$ cat src/rtl/bus_expander_hs_if.sv
// Bus bundle for bus_expander_hs: CPU-side register access plus the fanned-out slave strobes.
// The expander connects through the slave modport; the environment drives through master.
`timescale 1ns/1ps
interface bus_expander_hs_if #(
    parameter int DATA_WIDTH = 16,
    parameter int NUM_REGS   = 64
);
    logic [DATA_WIDTH-1:0]          data_in;
    logic                           data_load;
    logic                           data_read;
    logic [DATA_WIDTH-1:0]          data_out;
    logic                           address_load;
    logic [DATA_WIDTH-1:0]          address_out;
    logic [DATA_WIDTH-1:0]          status_out;
    logic                           status_clear;
    logic [NUM_REGS*DATA_WIDTH-1:0] r_data;
    logic [NUM_REGS-1:0]            r_ready;
    logic [NUM_REGS-1:0]            r_read;
    logic [NUM_REGS-1:0]            r_load;
    logic [DATA_WIDTH-1:0]          r_load_data;

    // Handshake: a strobe on r_load/r_read is held every cycle until the selected
    // slave raises r_ready (or the access times out); a cycle with strobe and
    // ready both high completes the transfer.
    modport slave (
        input  data_in, data_load, data_read, address_load, status_clear, r_data, r_ready,
        output data_out, address_out, status_out, r_read, r_load, r_load_data
    );

    modport master (
        output data_in, data_load, data_read, address_load, status_clear, r_data, r_ready,
        input  data_out, address_out, status_out, r_read, r_load, r_load_data
    );
endinterface

$ cat src/rtl/bus_expander_hs.sv
// Register bus expander: one address/data/status register pair on the CPU side, fanned
// out to NUM_REGS wait-stated slaves with timeout, auto-increment and sticky errors.
`timescale 1ns/1ps
module bus_expander_hs #(
    parameter int DATA_WIDTH = 16,
    parameter int NUM_REGS   = 64,
    parameter int ADDR_WIDTH = $clog2(NUM_REGS),
    parameter int TIMEOUT    = 15
) (
    input  logic               sysclk,
    input  logic               sysreset,
    bus_expander_hs_if.slave   bus,
    output logic [1:0]         state_dbg
);
    // The address register keeps every bit below inc_en so out-of-range addresses are detectable.
    localparam int AFW = DATA_WIDTH - 1;
    localparam int CW  = (TIMEOUT > 0) ? $clog2(TIMEOUT + 1) : 1;
    localparam logic [CW-1:0] CNT_LAST = CW'((TIMEOUT > 0) ? TIMEOUT - 1 : 0);

    typedef enum logic [1:0] {
        IDLE  = 2'd0,
        WRITE = 2'd1,
        READ  = 2'd2
    } state_t;

    state_t                state_q, state_d;
    logic [AFW-1:0]        addr_q, addr_d;
    logic                  inc_en_q, inc_en_d;
    logic [CW-1:0]         cnt_q, cnt_d;
    logic [DATA_WIDTH-1:0] wdata_q, wdata_d;
    logic [DATA_WIDTH-1:0] dout_q, dout_d;
    logic                  range_err_q, range_err_d;
    logic                  overrun_q, overrun_d;
    logic                  timeout_err_q, timeout_err_d;

    logic [ADDR_WIDTH-1:0] addr_idx;
    logic                  in_range;
    logic                  addr_last;
    logic                  slave_ready;
    logic [DATA_WIDTH-1:0] rd_slice;
    logic [NUM_REGS-1:0]   sel_onehot;
    logic                  busy;
    logic                  done;

    assign addr_idx    = addr_q[ADDR_WIDTH-1:0];
    assign in_range    = int'(addr_q) < NUM_REGS;
    assign addr_last   = int'(addr_q) >= (NUM_REGS - 1);
    assign slave_ready = bus.r_ready[addr_idx];
    assign rd_slice    = bus.r_data[int'(addr_idx)*DATA_WIDTH +: DATA_WIDTH];
    assign sel_onehot  = {{(NUM_REGS-1){1'b0}}, 1'b1} << addr_idx;
    assign busy        = (state_q != IDLE);

    always_comb begin
        state_d       = state_q;
        addr_d        = addr_q;
        inc_en_d      = inc_en_q;
        cnt_d         = cnt_q;
        wdata_d       = wdata_q;
        dout_d        = dout_q;
        range_err_d   = bus.status_clear ? 1'b0 : range_err_q;
        overrun_d     = bus.status_clear ? 1'b0 : overrun_q;
        timeout_err_d = bus.status_clear ? 1'b0 : timeout_err_q;
        done          = 1'b0;

        case (state_q)
            IDLE: begin
                cnt_d = '0;
                if (bus.address_load) begin
                    addr_d   = bus.data_in[AFW-1:0];
                    inc_en_d = bus.data_in[DATA_WIDTH-1];
                end
                if (bus.data_load) begin
                    wdata_d = bus.data_in;
                    state_d = WRITE;
                    if (bus.data_read) overrun_d = 1'b1;
                end else if (bus.data_read) begin
                    state_d = READ;
                end
            end
            WRITE, READ: begin
                if (bus.data_load || bus.data_read || bus.address_load) overrun_d = 1'b1;
                done = 1'b1;
                if (!in_range) begin
                    range_err_d = 1'b1;
                    if (state_q == READ) dout_d = '0;
                end else if (slave_ready) begin
                    // Ready on the final wait cycle lands here, so it wins over the timeout.
                    if (state_q == READ) dout_d = rd_slice;
                end else if ((TIMEOUT > 0) && (cnt_q == CNT_LAST)) begin
                    timeout_err_d = 1'b1;
                    if (state_q == READ) dout_d = '0;
                end else begin
                    done = 1'b0;
                    if (TIMEOUT > 0) cnt_d = cnt_q + CW'(1);
                end
                if (done) begin
                    state_d = IDLE;
                    if (inc_en_q) addr_d = addr_last ? '0 : addr_q + AFW'(1);
                end
            end
            default: state_d = IDLE;
        endcase
    end

    always_ff @(posedge sysclk or posedge sysreset) begin
        if (sysreset) begin
            state_q       <= IDLE;
            addr_q        <= '0;
            inc_en_q      <= 1'b0;
            cnt_q         <= '0;
            wdata_q       <= '0;
            dout_q        <= '0;
            range_err_q   <= 1'b0;
            overrun_q     <= 1'b0;
            timeout_err_q <= 1'b0;
        end else begin
            state_q       <= state_d;
            addr_q        <= addr_d;
            inc_en_q      <= inc_en_d;
            cnt_q         <= cnt_d;
            wdata_q       <= wdata_d;
            dout_q        <= dout_d;
            range_err_q   <= range_err_d;
            overrun_q     <= overrun_d;
            timeout_err_q <= timeout_err_d;
        end
    end

    // Strobes decode straight from registers, so an async reset drops them immediately.
    assign bus.r_load      = (state_q == WRITE && in_range) ? sel_onehot : '0;
    assign bus.r_read      = (state_q == READ  && in_range) ? sel_onehot : '0;
    assign bus.r_load_data = wdata_q;
    assign bus.data_out    = dout_q;
    assign bus.status_out  = {{(DATA_WIDTH-4){1'b0}}, range_err_q, overrun_q, timeout_err_q, busy};
    assign state_dbg       = state_q;

    always_comb begin
        bus.address_out                 = '0;
        bus.address_out[DATA_WIDTH-1]   = inc_en_q;
        bus.address_out[ADDR_WIDTH-1:0] = addr_idx;
    end
endmodule

$ cat src/flat_wrapper.sv
// flat-port wrapper written by rule: the top's interface ports become plain ports
module bus_expander_hs_flat 
#(
    parameter int DATA_WIDTH = 16,
    parameter int NUM_REGS   = 64,
    parameter int ADDR_WIDTH = $clog2(NUM_REGS),
    parameter int TIMEOUT    = 15
)
  (sysclk, sysreset, state_dbg, bus_data_in, bus_data_load, bus_data_read, bus_address_load, bus_status_clear, bus_r_data, bus_r_ready, bus_data_out, bus_address_out, bus_status_out, bus_r_read, bus_r_load, bus_r_load_data);
  bus_expander_hs_if #(.DATA_WIDTH(DATA_WIDTH), .NUM_REGS(NUM_REGS)) bus_i ();
  input  logic sysclk;
  input  logic sysreset;
  output logic [1:0] state_dbg;
  input wire logic [$bits(bus_i.data_in)-1:0] bus_data_in;
  input wire logic [$bits(bus_i.data_load)-1:0] bus_data_load;
  input wire logic [$bits(bus_i.data_read)-1:0] bus_data_read;
  input wire logic [$bits(bus_i.address_load)-1:0] bus_address_load;
  input wire logic [$bits(bus_i.status_clear)-1:0] bus_status_clear;
  input wire logic [$bits(bus_i.r_data)-1:0] bus_r_data;
  input wire logic [$bits(bus_i.r_ready)-1:0] bus_r_ready;
  output wire logic [$bits(bus_i.data_out)-1:0] bus_data_out;
  output wire logic [$bits(bus_i.address_out)-1:0] bus_address_out;
  output wire logic [$bits(bus_i.status_out)-1:0] bus_status_out;
  output wire logic [$bits(bus_i.r_read)-1:0] bus_r_read;
  output wire logic [$bits(bus_i.r_load)-1:0] bus_r_load;
  output wire logic [$bits(bus_i.r_load_data)-1:0] bus_r_load_data;
  assign bus_i.data_in = bus_data_in;
  assign bus_i.data_load = bus_data_load;
  assign bus_i.data_read = bus_data_read;
  assign bus_i.address_load = bus_address_load;
  assign bus_i.status_clear = bus_status_clear;
  assign bus_i.r_data = bus_r_data;
  assign bus_i.r_ready = bus_r_ready;
  assign bus_data_out = bus_i.data_out;
  assign bus_address_out = bus_i.address_out;
  assign bus_status_out = bus_i.status_out;
  assign bus_r_read = bus_i.r_read;
  assign bus_r_load = bus_i.r_load;
  assign bus_r_load_data = bus_i.r_load_data;
  bus_expander_hs #(.DATA_WIDTH(DATA_WIDTH), .NUM_REGS(NUM_REGS), .ADDR_WIDTH(ADDR_WIDTH), .TIMEOUT(TIMEOUT)) u_core (.sysclk(sysclk), .sysreset(sysreset), .bus(bus_i), .state_dbg(state_dbg));
endmodule
$ cat config.mk
export PLATFORM = sky130hd
export DESIGN_NAME = bus_expander_hs_flat
export DESIGN_NICKNAME = d
export VERILOG_FILES = /design/src/rtl/bus_expander_hs_if.sv /design/src/rtl/bus_expander_hs.sv /design/src/flat_wrapper.sv
export SDC_FILE = /design/constraint.sdc
export NUM_CORES = 1
export LEC_CHECK = 0
export ABC_CLOCK_PERIOD_IN_PS = 2200
export BUFFER_PORTS_ARGS = -buffer_cell sky130_fd_sc_hd__clkbuf_2
export CAP_MARGIN = 10
export CORE_AREA = 2 2 509 511
export CTS_BUF_LIST = sky130_fd_sc_hd__clkbuf_8
export DETAILED_ROUTE_END_ITERATION = 12
export DIE_AREA = 0 0 511 513
export GPL_TIMING_DRIVEN = 0
export PLACE_DENSITY_LB_ADDON = 0.08
export SLEW_MARGIN = 20
export SYNTH_ARGS = -nofsm -noshare
export SYNTH_HDL_FRONTEND = slang
export SYNTH_SLANG_ARGS = --single-unit
$ cat constraint.sdc
create_clock -name sysclk -period 2.2 [get_ports sysclk]
set_input_delay 0.22 -clock sysclk [delete_from_list [all_inputs] [get_ports sysclk]]
set_output_delay 0.22 -clock sysclk [all_outputs]
set_load 0.02 [all_outputs]
* Word level (Yosys, flattened, before mapping)
Index checks and enable logic that the tools add are counted.
** Word-level totals
- Register bits after elaboration :: 57
- Logic and storage cells :: 81
- Output and inout bits :: 194
- Input bits :: 1110
** Cells by class
- Shift operators :: 2
- $add $sub $neg :: 2
- Order comparisons :: 3
- Reduce and logical (&&, ||, !) cells :: 14
- Mux-type cells :: 39
- Eq/ne operators :: 12
** Operators with widths (count)
- 1024-bit by 11-bit variable part select with 16-bit output :: 1
- 64-bit two-way mux :: 2
- 16-bit two-way mux :: 5
- 1-bit by 6-bit left shift with 64-bit output (first input constant) :: 1
- 15-bit two-way mux :: 4
- 15-bit one-hot mux with 2 select lines :: 1
- 1-bit two-way mux :: 17
- 15-bit by 1-bit adder with 15-bit output (second input constant) :: 1
- 15-bit by 6-bit greater-or-equal comparator with 1-bit output (second input constant) :: 1
- 15-bit by 7-bit < comparator with 1-bit output (second input constant) :: 1
- 4-bit two-way mux :: 3
- 3-bit != test (second input constant) :: 3
- 4-bit one-hot mux with 2 select lines :: 1
- 4-bit AND reduction :: 2
- 6-bit by 7-bit < comparator with 1-bit output (second input constant) :: 1
- 1-bit binary-select mux with 6-bit select :: 1
- 2-bit two-way mux :: 3
- 2-bit by 1-bit != test with 1-bit output (second input constant) :: 3
- 2-bit != test (second input constant) :: 3
- 2-bit AND reduction :: 3
- 4-bit by 1-bit adder with 4-bit output (second input constant) :: 1
- 4-bit equality test (second input constant) :: 1
- 2-bit one-hot mux with 2 select lines :: 1
- 2-bit nonzero test :: 2
- other kinds (8) :: 10

* Depth between registers and ports, before layout
Gate-level depths: netlist of the first run.
- Depth in word-level cells :: 7
- Gate-level depth with buffers :: 10
- Mapped depth without buffers :: 7

* Least setup slack after synthesis of the first run
No wires, ideal clock.
- Path type :: register to output
- Start point :: register u_core.addr_q[8]
- End point :: output bus_r_load[48]
- Data required time :: 1.980 ns
- Cell stages (with the launch flop) :: 6
- Arrival time :: 2.125 ns
- Path buffers :: 1
- Path slack :: -0.145 ns
- Cell sequence :: dfrtp_1 -> or4_4 -> nor4_4 -> buf_2 -> nand4_1 -> nor2_1
** On the way
- Longest elaborated chain between the ends :: 3
** RTL lines
- from (decl) :: RTL line bus_expander_hs.sv:27 : logic [AFW-1:0] addr_q, addr_d;
- from (signal assigned) :: RTL line bus_expander_hs.sv:118 : addr_q <= addr_d;
- 15-bit by 7-bit < comparator with 1-bit output :: RTL line bus_expander_hs.sv:46 : assign in_range = int'(addr_q) < NUM_REGS;
- 1-bit logical AND :: RTL line bus_expander_hs.sv:130 : assign bus.r_load = (state_q == WRITE && in_range) ? sel_onehot : '0;
- 64-bit two-way mux :: RTL line bus_expander_hs.sv:130
- to (decl) :: RTL line flat_wrapper.sv:25 : output wire logic [$bits(bus_i.r_load)-1:0] bus_r_load;
No other way between the ends.

* Final worst setup path of the first run
- Start point :: register u_core.addr_q[1]
- End point :: register u_core.dout_q[0], in the netlist u_core.bus.data_out[0]
** On the way
- Longest elaborated chain between the ends :: 4
- Elaborated cells between the ends (all ways) :: 10
- Classes of those cells :: order compare (1); eq/ne (2); shift (1); mux (5); reduce/logical (1)
** RTL lines
- 1024-bit by 11-bit variable part select with 16-bit output / 1-bit binary-select mux with 6-bit select (equally long branches) :: RTL line bus_expander_hs.sv:49, bus_expander_hs.sv:48
- 16-bit two-way mux / 1-bit two-way mux (equally long branches) :: RTL line bus_expander_hs.sv:88, bus_expander_hs.sv:48
- 16-bit two-way mux / 3-bit != test (equally long branches)
- 16-bit two-way mux / 3-bit AND reduction (equally long branches)
- to (signal assigned) :: RTL line bus_expander_hs.sv:122 : dout_q <= dout_d;
- to (decl) :: RTL line bus_expander_hs.sv:31 : logic [DATA_WIDTH-1:0] dout_q, dout_d;
Several ways; a longest one is shown, not always the timed one. The select of a mux whose other input is x is not followed.
A chain may end at the register's enable or synchronous reset.

==> results of run 1 <==
==> routing by layer <==
metal  vias to the layer above  wire, µm  track usage, %
met5                         -        43               0
met4                         8      1700            1.97
met3                        82     10300            2.96
met2                       878     94100            24.0
met1                      9021     80800            17.4
li1                       7480         -               -
==> timing repair <==
action                                  in CTS  in global routing
gates resized for setup                    703                470
endpoints found under the setup margin     175                176
hold buffers                                12                  0
hold endpoints to repair                    45                  0
cloned                                       9                  1
buffers inserted                           121                 30
pin swaps                                   94                 84
==> critical path: stages (launching register included) <==
cell and delay (ns):
dfrtp_2 0.50, buf_12 0.15, buf_12 0.12, buf_16 0.18, buf_16 0.17, buf_12 0.12
buf_8 0.19, mux4_2 0.38, a22oi_1 0.28, a21oi_1 0.23, nor4_4 0.39, o2bb2ai_1 0.10
==> cell families (layout without fill, tap and decap cells) <==
family | Yosys count | count (layout) | share of synthesized area (%)
buf+inv | 166 | 1636 | 8.10
mux | 305 | 305 | 52.8
simple gates | 265 | 268 | 10.2
flops | 57 | 57 | 11.9
compound gates | 266 | 266 | 15.7
fa+ha+maj | 12 | 12 | 1.25
other cells | 1 | 39 | 0.0312
==> state kept, by name, indices dropped and copies added (netlist names) <==
signal and cells:
u_core.state_dbg 2, u_core.cnt_q 4, u_core.timeout_err_q 1, u_core.bus.r_load_data 16
u_core.inc_en_q 1, u_core.range_err_q 1, u_core.addr_q 15, u_core.overrun_q 1
u_core.bus.data_out 16
==> how the worst max path moves through the flow <==
| stage | startpoint | endpoint | cells after the start |
|---|---|---|---|
| 3_5_place_dp | u_core.addr_q[1] | u_core.bus.data_out[8] | 10 |
| 2_1_floorplan | u_core.addr_q[8] | bus_r_load[48] | 5 |
| 6_report | u_core.addr_q[1] | u_core.bus.data_out[0] | 11 |
| 5_1_grt | u_core.addr_q[0] | u_core.bus.data_out[8] | 10 |
| 3_3_place_gp | u_core.addr_q[2] | u_core.bus.data_out[9] | 8 |
| 4_1_cts | u_core.addr_q[1] | u_core.bus.data_out[0] | 10 |
==> placed cells by master (no fill, tap or decap), drive strengths merged, types with 4 or more instances in the layout <==
cell | Yosys | routed
a21oi | 70 | 70
a22oi | 131 | 131
buf | 118 | 401
clkbuf | 32 | 1196
clkinvlp | 0 | 4
conb | 1 | 21
dfrtp | 57 | 57
diode | 0 | 18
dlygate4sd3 | 0 | 12
ha | 12 | 12
inv | 16 | 18
mux2 | 19 | 19
mux2i | 25 | 25
mux4 | 261 | 261
nand2 | 52 | 54
nand2b | 6 | 6
nand3 | 24 | 25
nand4 | 5 | 5
nor2 | 141 | 141
nor2b | 5 | 5
nor4 | 17 | 17
o21ai | 11 | 11
o2bb2ai | 18 | 18
o311ai | 4 | 4
o31ai | 6 | 6
==> area by class of cell <==
cell class | count | area, µm²
diodes | 18 | 45.0
plain buffers | 145 | 1880
clock buffers | 9 | 124
clock inverters | 7 | 60.1
fillers | 29400 | 226000
inverters | 16 | 81.3
multi-input cells | 872 | 12200
flip-flops and latches | 57 | 1430
well taps | 3384 | 4230
repair buffers | 1459 | 9760
==> power by group <==
part	switching [mW]	internal (mW)	total, mW
Clock	0.710	0.426	1.14
Combinational	18.2	13.3	31.6
Sequential	0.374	1.44	1.82
==> key figures, run 1 <==
Placed design
  • Routability congestion estimate: 0.888
  • Area of placed instances: 23200 µm²
  • Dpl cells: 5767
  • Pre-CTS WS: -3.09 ns
  • Port buffer count: 1282
  • DP Wirelength: 163 mm

Logic synthesis
  • Yosys top cell area share: 49.0%
  • Dominant cell type by area after synthesis: mux4_2
  • Yosys Warn Count: 0
  • Post-synthesis cell type count: 61
  • Synth Area per Inst: 11.2 µm²
  • Synth Instances: 1072
  • Top_reg_cell synth: dfrtp_1
  • Synth Cell Area: 12000 µm²
  • Most frequent cells after synthesis: mux4_2, nor2_1, a22oi_1
  • Asr flop ratio synth: 100%
  • Count leader, synth: mux4_2
  • Post-synthesis register bit count: 57
  • Register area share after synthesis: 11.9%
  • Area contributors post-synth: mux4_2, dfrtp_1, a22oi_1
  • Post-synth EDFFs: 0

Critical path
  • Worst R2R End: u_core.bus.data_out[0]
  • Worst Reg-to-Reg Cells: 11
  • Worst Setup Start Kind: register
  • Classification of the worst setup path: reg2reg
  • R2r setup slk: -0.83 ns
  • Crit end category: register
  • Reg2Reg Launch Point: u_core.addr_q[1]
  • Crit-path max FO: 10
  • Worst EP required: 2.54 ns
  • Critical Path AT: 3.36 ns

Layout
  • P&R area growth vs syn: 148%
  • Proportion of layout cells with a drive suffix above 1: 87.0%
  • Final instance area: 29800 µm²
  • Post-route insts no fill: 5967
  • Final core utilization: 11.6%
  • Final Net Count: 3682

Power
  • Power Density: 1160 nW/µm²
  • Pleak: 11.7 nW
  • Total power: 34.5 mW
  • Max IR drop VDD: 0.411 mV

Die
  • Starting density of the core: 4.68%
  • DIE AREA: 262000 µm²
  • Die X: 511 µm
  • Core ar.: 256000 µm²
  • Die Y: 513 µm
  • I/O Pins: 1304
  • Row count: 186

Outcome
  • Failing checks: setup timing
  • Status: complete, but fails checks

Timing
  • Minimum clock period: 3.03 ns
  • Worst-Margin Slew: 1.07 ns
  • RSZ-0062 raised after global routing: yes
  • Crit path setup slack, layout: -0.825 ns
  • Hold WS: 0.0980 ns
  • Final Hold Violating Endpoints: 0
  • Final Skew: 0.0211 ns
  • Achievable frequency: 331 MHz
  • Worst slew margin: 28.8%
  • Final setup vio count: 161
  • Final Max Tran Viols: 0
  • Final cycle utilization of the critical path: 138%
  • Setup TNS: -94.64 ns

Hold path
  • Worst Hold End: u_core.bus.r_load_data[5]
  • Critical hold path startpoint: bus_data_in[5]
  • Hold Path Stages: 2
  • Hold/Removal Path Class: in2reg

Clock tree
  • Num CTS Buffers: 9
  • Worst-path clk slew: 0.11 ns
  • Clock latency on the worst-skew pair: 0.47 ns
  • H-tree levels: 3
  • TritonCTS Sinks: 57
  • Root Driver: clkbuf_8
  • Clk buf depth: 2
  • CTS tree: built

Route
  • Final ANT Viol Nets: 0
  • Drt initial violations: 859
  • Final wirelength: 187 mm
  • Vias: 17.5k
  • DR pass1 iterations: 4
  • DR vias/cell: 2.93
  • Drt wl/cell: 31.3 µm
  • DRC viols: 0

Global route
  • Vias in the first global route: 18.8k
  • Largest net degree at the start of global routing: 34
  • GRT Util Overall: 13.7%
  • Global route overflow: 0
  • Initial antenna violation count: 54
  • First-pass GRT wire length: 230 mm

Job
  • Max cap viols: 0
(Power assumes the default switching activity.)
==> run 2: changes to the inputs <==
- ABC_AREA: default -> 1
- CORE_AREA: 2 2 509 511 -> 2 2 512 514
- DIE_AREA: 0 0 511 513 -> 0 0 514 516
==> run 2 against run 1 <==
Effect of this change: the flow still finishes with violations (setup timing); die area is 1.2% higher; clock skew is 0.0027 ns lower; sequential power is 2% lower; worst setup slack worse by 0.32 ns; utilization is 0.46 points higher; flip-flop and latch count stayed put; synthesized cell count grew to 3.4 times the previous value; first-iteration DRC count is 83% higher; critical path depth is 7 higher; final cell count is 42% higher; combinational power is 20% higher; cell area is 5.2% higher; largest cell class unchanged.
==> key figures, run 2 <==
Logic synthesis
  • Yosys top cell area share: 36.9%
  • Count leader, synth: nand2_1
  • Compound-cell area share of the yosys netlist: 10.4%
  • Yosys Warn Count: 0
  • Register area share after synthesis: 8.56%
  • Synth Area in Adders: 0.901%
  • Most frequent cells after synthesis: nand2_1, nor2_1, nand3_1
  • Post-synthesis register bit count: 57
  • Dominant cell type by area after synthesis: nand2_1
  • Largest family of logic cells by synthesized area: simple AND/OR/NAND/NOR gates
  • Top_reg_cell synth: dfrtp_1
  • Area contributors post-synth: nand2_1, nor2_1, nand3_1
  • Asr flop ratio synth: 100%
  • Synth Area per Inst: 4.57 µm²
  • Post-synthesis cell type count: 36
  • Synth Instances: 3646
  • Simple-Gate Fraction of Synth Area: 62.7%
  • XOR/XNOR Fraction of Synth Area: 0.105%
  • Synth Cell Area: 16700 µm²
  • Mux contribution to synthesized area: 0.541%
  • Post-synth EDFFs: 0

Power
  • Power Density: 1310 nW/µm²
  • Max IR drop VDD: 0.388 mV
  • Pleak: 16.8 nW

Global route
  • Largest net degree at the start of global routing: 30
  • First-pass GRT wire length: 333 mm
  • GRT Util Overall: 19.6%
  • Global route overflow: 0
  • Initial antenna violation count: 133
  • Vias in the first global route: 31.0k

Timing
  • Achievable frequency: 299 MHz
  • Worst-Margin Slew: 1.07 ns
  • Worst slew margin: 28.5%
  • Final Skew: 0.0184 ns
  • Minimum clock period: 3.34 ns
  • Final Max Tran Viols: 0
  • Final cycle utilization of the critical path: 152%
  • Final Hold Violating Endpoints: 0
  • Final setup vio count: 169
  • Crit path setup slack, layout: -1.14 ns
  • Hold WS: 0.0931 ns
  • RSZ-0062 raised after global routing: yes

Clock tree
  • Root Driver: clkbuf_8
  • TritonCTS Sinks: 57
  • H-tree levels: 3
  • CTS tree: built
  • Num CTS Buffers: 9
  • Worst-path clk slew: 0.08 ns
  • Clock latency on the worst-skew pair: 0.40 ns
  • Clk buf depth: 2

Placed design
  • Pre-CTS WS: -2.80 ns
  • DP Wirelength: 239 mm
  • Routability congestion estimate: 0.840
  • Port buffer count: 1282

Critical path
  • Worst EP required: 2.49 ns
  • Slowest stage delay, CP: 0.56 ns
  • Critical Path AT: 3.63 ns
  • Slowest CP cell: o21ai_0
  • Crit path top cell by count: nand2_1
  • Worst path buffer plus inverter count: 6
  • Crit end category: register
  • Worst Setup Start Kind: register
  • CP delay by family, top: simple AND/OR/NAND/NOR gates
  • Classification of the worst setup path: reg2reg
  • Crit-path max FO: 10
  • Crit-path cells: buf_12 > buf_12 > buf_4 > clkbuf_1 > o21ai_0 > o21ai_1 > nand2_1 > nand2_1 > inv_1 > nand2_1 > nand2_1 > nand2_1 > nor2_2 > nand3_1 > nand2_1 > inv_1 > nand2_1 > nand2_1

Layout
  • Multi-input logic area: 14000 µm²
  • Final Net Count: 6154
  • Register area: 1440 µm²
  • P&R area growth vs syn: 88.1%
  • Commonest non-fill, non-tap cell in the layout: nand2_1
  • Most frequent cells in the layout: nand2_1, clkbuf_2, nor2_1, inv_1, nand3_1
  • Proportion of layout cells with a drive suffix above 1: 38.9%
  • Filler cell count: 31.4k

Route
  • DR pass1 iterations: 7
  • Final wirelength: 271 mm
  • Vias: 29.3k
  • DR vias/cell: 3.46
  • Final ANT Viol Nets: 0
  • Drt initial violations: 1568
  • DRC viols: 0
  • Drt wl/cell: 32.0 µm

Die
  • Starting density of the core: 6.43%
  • DIE AREA: 265000 µm²
  • I/O Pins: 1304
  • Core ar.: 259000 µm²
  • Die X: 514 µm
  • Die Y: 516 µm
  • Row count: 187

Job
  • Max cap viols: 0

Hold path
  • Hold/Removal Path Class: in2reg

Outcome
  • Status: complete, but fails checks
  • Failing checks: setup timing
-- run 2: cell types whose count changed after synthesis, moves of 27 or more --
cell / change
a21oi_1: -55
nand2_1: +1584
buf_2: +38
nor2_1: +458
inv_1: +281
o21ai_0: +180
a22oi_1: -131
clkbuf_1: +62
nand3_1: +307
nor3_1: +27
mux4_2: -261
o21ai_1: +102
-- run 2: routing by layer --
layer	vias up	GRT usage [%]	part of all wire, %
met3	244	4.54	6.6
met1	13900	22.1	39
met2	1178	37.3	52
met5	-	0	0.16
met4	66	3.22	2.1
li1	14000	-	-
-- run 2: final timing paths --
path | startpoint | depth (start not counted) | endpoint | slack [ns]
max reg2reg | u_core.addr_q[0] | 18 | u_core.bus.data_out[9] | -1.14
max in group asynchronous | sysreset | 4 | u_core.addr_q[2] | 1.21
max | u_core.addr_q[0] | 18 | u_core.bus.data_out[9] | -1.14
min in group asynchronous | sysreset | 3 | u_core.bus.r_load_data[12] | 0.39
min reg2reg | u_core.addr_q[7] | 2 | u_core.addr_q[7] | 0.50
min | bus_data_in[13] | 3 | u_core.addr_q[13] | 0.09
-- run 2: cells by family after synthesis --
group | after synthesis
multiplexers | 8
flip-flops | 57
AND/OR/NAND/NOR | 2630
XOR/XNOR | 2
AO/OA/AOI/OAI | 334
buffers and inverters | 602
other | 1
adder cells (fa/ha/maj) | 12
-- run 2: per-stage QoR --
step	std cells	area, µm²	total power [mW]	TNS [ns]	utilization (%)
after floorplan	3666	16800	16.0	-0.917	-
after global placement	8350	27500	36.2	-448.72	10.6
after detailed placement	8356	27600	36.3	-335.56	10.7
after CTS	8419	29700	40.7	-153.12	11.4
after global routing	8451	31300	44.4	-123.60	12.1
final	8485	31300	41.0	-97.34	12.1
-- run 2: layout make-up --
type                    instances  share of cell area, %
clock inverters                 4                  0.244
clock buffers                  11                  0.483
repair buffers               1355                   23.8
inverters                     310                   3.87
diodes                         47                  0.375
multi-input cells            3007                   44.6
flip-flops and latches         57                   4.60
plain buffers                 292                   8.37
well taps                    3402                   13.6
-- run 2: timing repair --
| item | in CTS | in global routing |
|---|---|---|
| hold buffers | 1 | 0 |
| setup buffers | 47 | 20 |
| pin swaps | 48 | 69 |
| setup endpoints to repair | 175 | 177 |
| cloned | 0 | 0 |
| endpoints found under the hold margin | 28 | 0 |
| resized for setup | 456 | 480 |
-- run 2: worst min-delay path: stages --
cell	delay, ns
clkbuf_2	0.10
nand2_1	0.07
o21ai_1	0.06
-- run 2: where the power goes --
group / internal [mW] / switching [mW] / total [mW]
clock: 0.696 / 0.572 / 1.27
sequential: 1.44 / 0.334 / 1.78
combinational: 10.5 / 27.4 / 37.9
==> run 3: changes to the inputs <==
- CTS_CLUSTER_SIZE: default -> 14
- MAX_ROUTING_LAYER: default -> met4
- SLEW_MARGIN: 20 -> 30
==> run 3 against run 2 <==
Effect of this change: the flow still finishes with violations (setup timing); via count fell by 0.16%; first-iteration DRC count fell by 2.9%; clock skew fell by 0.0055 ns; worst setup slack improved by 0.18 ns.
==> key figures, run 3 (same netlist as run 2, synthesis figures left out) <==
Die
  • DIE AREA: 265000 µm²
  • Starting density of the core: 6.43%
  • Core ar.: 259000 µm²
  • Row count: 187
  • I/O Pins: 1304
  • Die X: 514 µm
  • Die Y: 516 µm

Power
  • Max IR drop VDD: 0.439 mV
  • Power Density: 1300 nW/µm²
  • Pleak: 17.0 nW
  • Total power: 41.5 mW

Timing
  • Final Max Tran Viols: 0
  • RSZ-0062 raised after global routing: yes
  • Achievable frequency: 316 MHz
  • Final setup vio count: 169
  • Setup TNS: -96.19 ns
  • Worst-Margin Slew: 1.00 ns
  • Minimum clock period: 3.16 ns
  • Final Hold Violating Endpoints: 0
  • Final Skew: 0.0129 ns
  • Final cycle utilization of the critical path: 144%
  • Crit path setup slack, layout: -0.961 ns
  • Worst slew margin: 33.2%

Clock tree
  • Clk buf depth: 2
  • H-tree levels: 3
  • CTS tree: built
  • TritonCTS Sinks: 57
  • Root Driver: clkbuf_8
  • Worst-path clk slew: 0.08 ns
  • Clock latency on the worst-skew pair: 0.39 ns
  • Num CTS Buffers: 9

Placed design
  • Port buffer count: 1282
  • Dpl cells: 8363
  • Routability congestion estimate: 0.854
  • Pre-CTS WS: -2.77 ns
  • DP Wirelength: 240 mm

Route
  • Drt initial violations: 1523
  • DR pass1 iterations: 5
  • Final wirelength: 272 mm
  • Vias: 29.3k
  • Final ANT Viol Nets: 0
  • DRC viols: 0
  • DR vias/cell: 3.43
  • Drt wl/cell: 31.9 µm

Critical path
  • Crit-path cells: buf_12 > buf_12 > buf_8 > buf_12 > buf_6 > nor2_1 > nor2_1 > o21ai_0 > nand3_1 > nand3_1 > nand2_2 > nand2_1 > nand2_1 > nor2_4 > nand3_2 > nand2_1 > inv_1 > nand2_1 > nand2_1
  • Crit end category: register
  • Crit path top cell by count: nand2_1
  • Worst Setup Start Kind: register
  • Worst EP required: 2.50 ns
  • Worst path buffer plus inverter count: 6
  • Slowest CP cell: dfrtp_4
  • CP delay by family, top: simple AND/OR/NAND/NOR gates
  • Slowest stage delay, CP: 0.53 ns
  • Classification of the worst setup path: reg2reg
  • Crit-path max FO: 10
  • Critical Path AT: 3.46 ns

Global route
  • GRT Util Overall: 20.2%
  • Initial antenna violation count: 148
  • Largest net degree at the start of global routing: 30
  • Vias in the first global route: 31.1k
  • First-pass GRT wire length: 334 mm
  • Global route overflow: 0

Layout
  • Most frequent cells in the layout: nand2_1, clkbuf_2, nor2_1, inv_1, nand3_1
  • P&R area growth vs syn: 92.1%
  • Post-route insts no fill: 8533
  • Final Net Count: 6164
  • Proportion of layout cells with a drive suffix above 1: 39.6%
  • Final core utilization: 12.3%
  • Filler cell count: 31.3k
  • Commonest non-fill, non-tap cell in the layout: nand2_1

Outcome
  • Failing checks: setup timing
  • Status: complete, but fails checks

Job
  • Max cap viols: 0

Hold path
  • Hold/Removal Path Class: in2reg
==> run 3: worst paths after layout <==
| check | start | to | slack [ns] | cells past startpoint |
|---|---|---|---|---|
| worst max-delay path | u_core.addr_q[0] | u_core.bus.data_out[12] | -0.96 | 19 |
| worst min-delay path | bus_data_in[14] | u_core.addr_q[14] | 0.1 | 3 |
| worst max register to register | u_core.addr_q[0] | u_core.bus.data_out[12] | -0.96 | 19 |
| worst min register to register | u_core.addr_q[8] | u_core.addr_q[8] | 0.49 | 2 |
| max in group asynchronous | sysreset | u_core.addr_q[2] | 1.22 | 4 |
| min in group asynchronous | sysreset | u_core.bus.r_load_data[12] | 0.38 | 3 |
==> run 3: tightest hold or removal path: stages <==
cell and delay (ns):
clkbuf_2 0.11, nand2_1 0.07, o21ai_1 0.06
==> run 3: stage by stage <==
step / hold slack (ns) / area [µm²]
3_5_place_dp: 0.261 / 27800
2_1_floorplan: 0.365 / 16800
3_3_place_gp: 0.471 / 27500
4_1_cts: 0.0430 / 30800
5_1_grt: 0.0764 / 32000
6_report: 0.0979 / 32000
==> run 3: area by class of cell <==
class / count / area [µm²] / area share, %
Timing Repair Buffer: 1365 / 7900 / 24.7
Multi-Input combinational cell: 3007 / 14100 / 44.1
Clock inverter: 6 / 58.8 / 0.184
Buffer: 292 / 2670 / 8.34
Antenna cell: 84 / 210 / 0.657
Inverter: 310 / 1240 / 3.86
Tap cell: 3402 / 4260 / 13.3
Sequential cell: 57 / 1440 / 4.50
Clock buffer: 10 / 138 / 0.430
==> run 3: metal layers <==
| metal | global-route usage, % | up-vias | share of wire [%] |
|---|---|---|---|
| met5 | - | - | 0 |
| met4 | 2.30 | 0 | 1.3 |
| met3 | 4.35 | 165 | 6.0 |
| met2 | 37.7 | 1176 | 53 |
| met1 | 22.4 | 13900 | 40 |
| li1 | - | 14100 | - |
==> run 3: repair_timing <==
item / CTS / global route
endpoints found under the hold margin: 28 / 0
buffers inserted: 57 / 8
endpoints found under the setup margin: 175 / 177
resized for setup: 654 / 318
gates cloned: 0 / 4
pin swaps: 82 / 86
hold buffers: 1 / 0
==> run 3: where the power goes <==
part | total [mW] | switching [mW] | internal, mW
Sequential | 1.79 | 0.344 | 1.44
Combinational | 38.6 | 27.6 | 10.9
Clock | 1.12 | 0.571 | 0.546
Total | 41.5 | 28.5 | 12.9
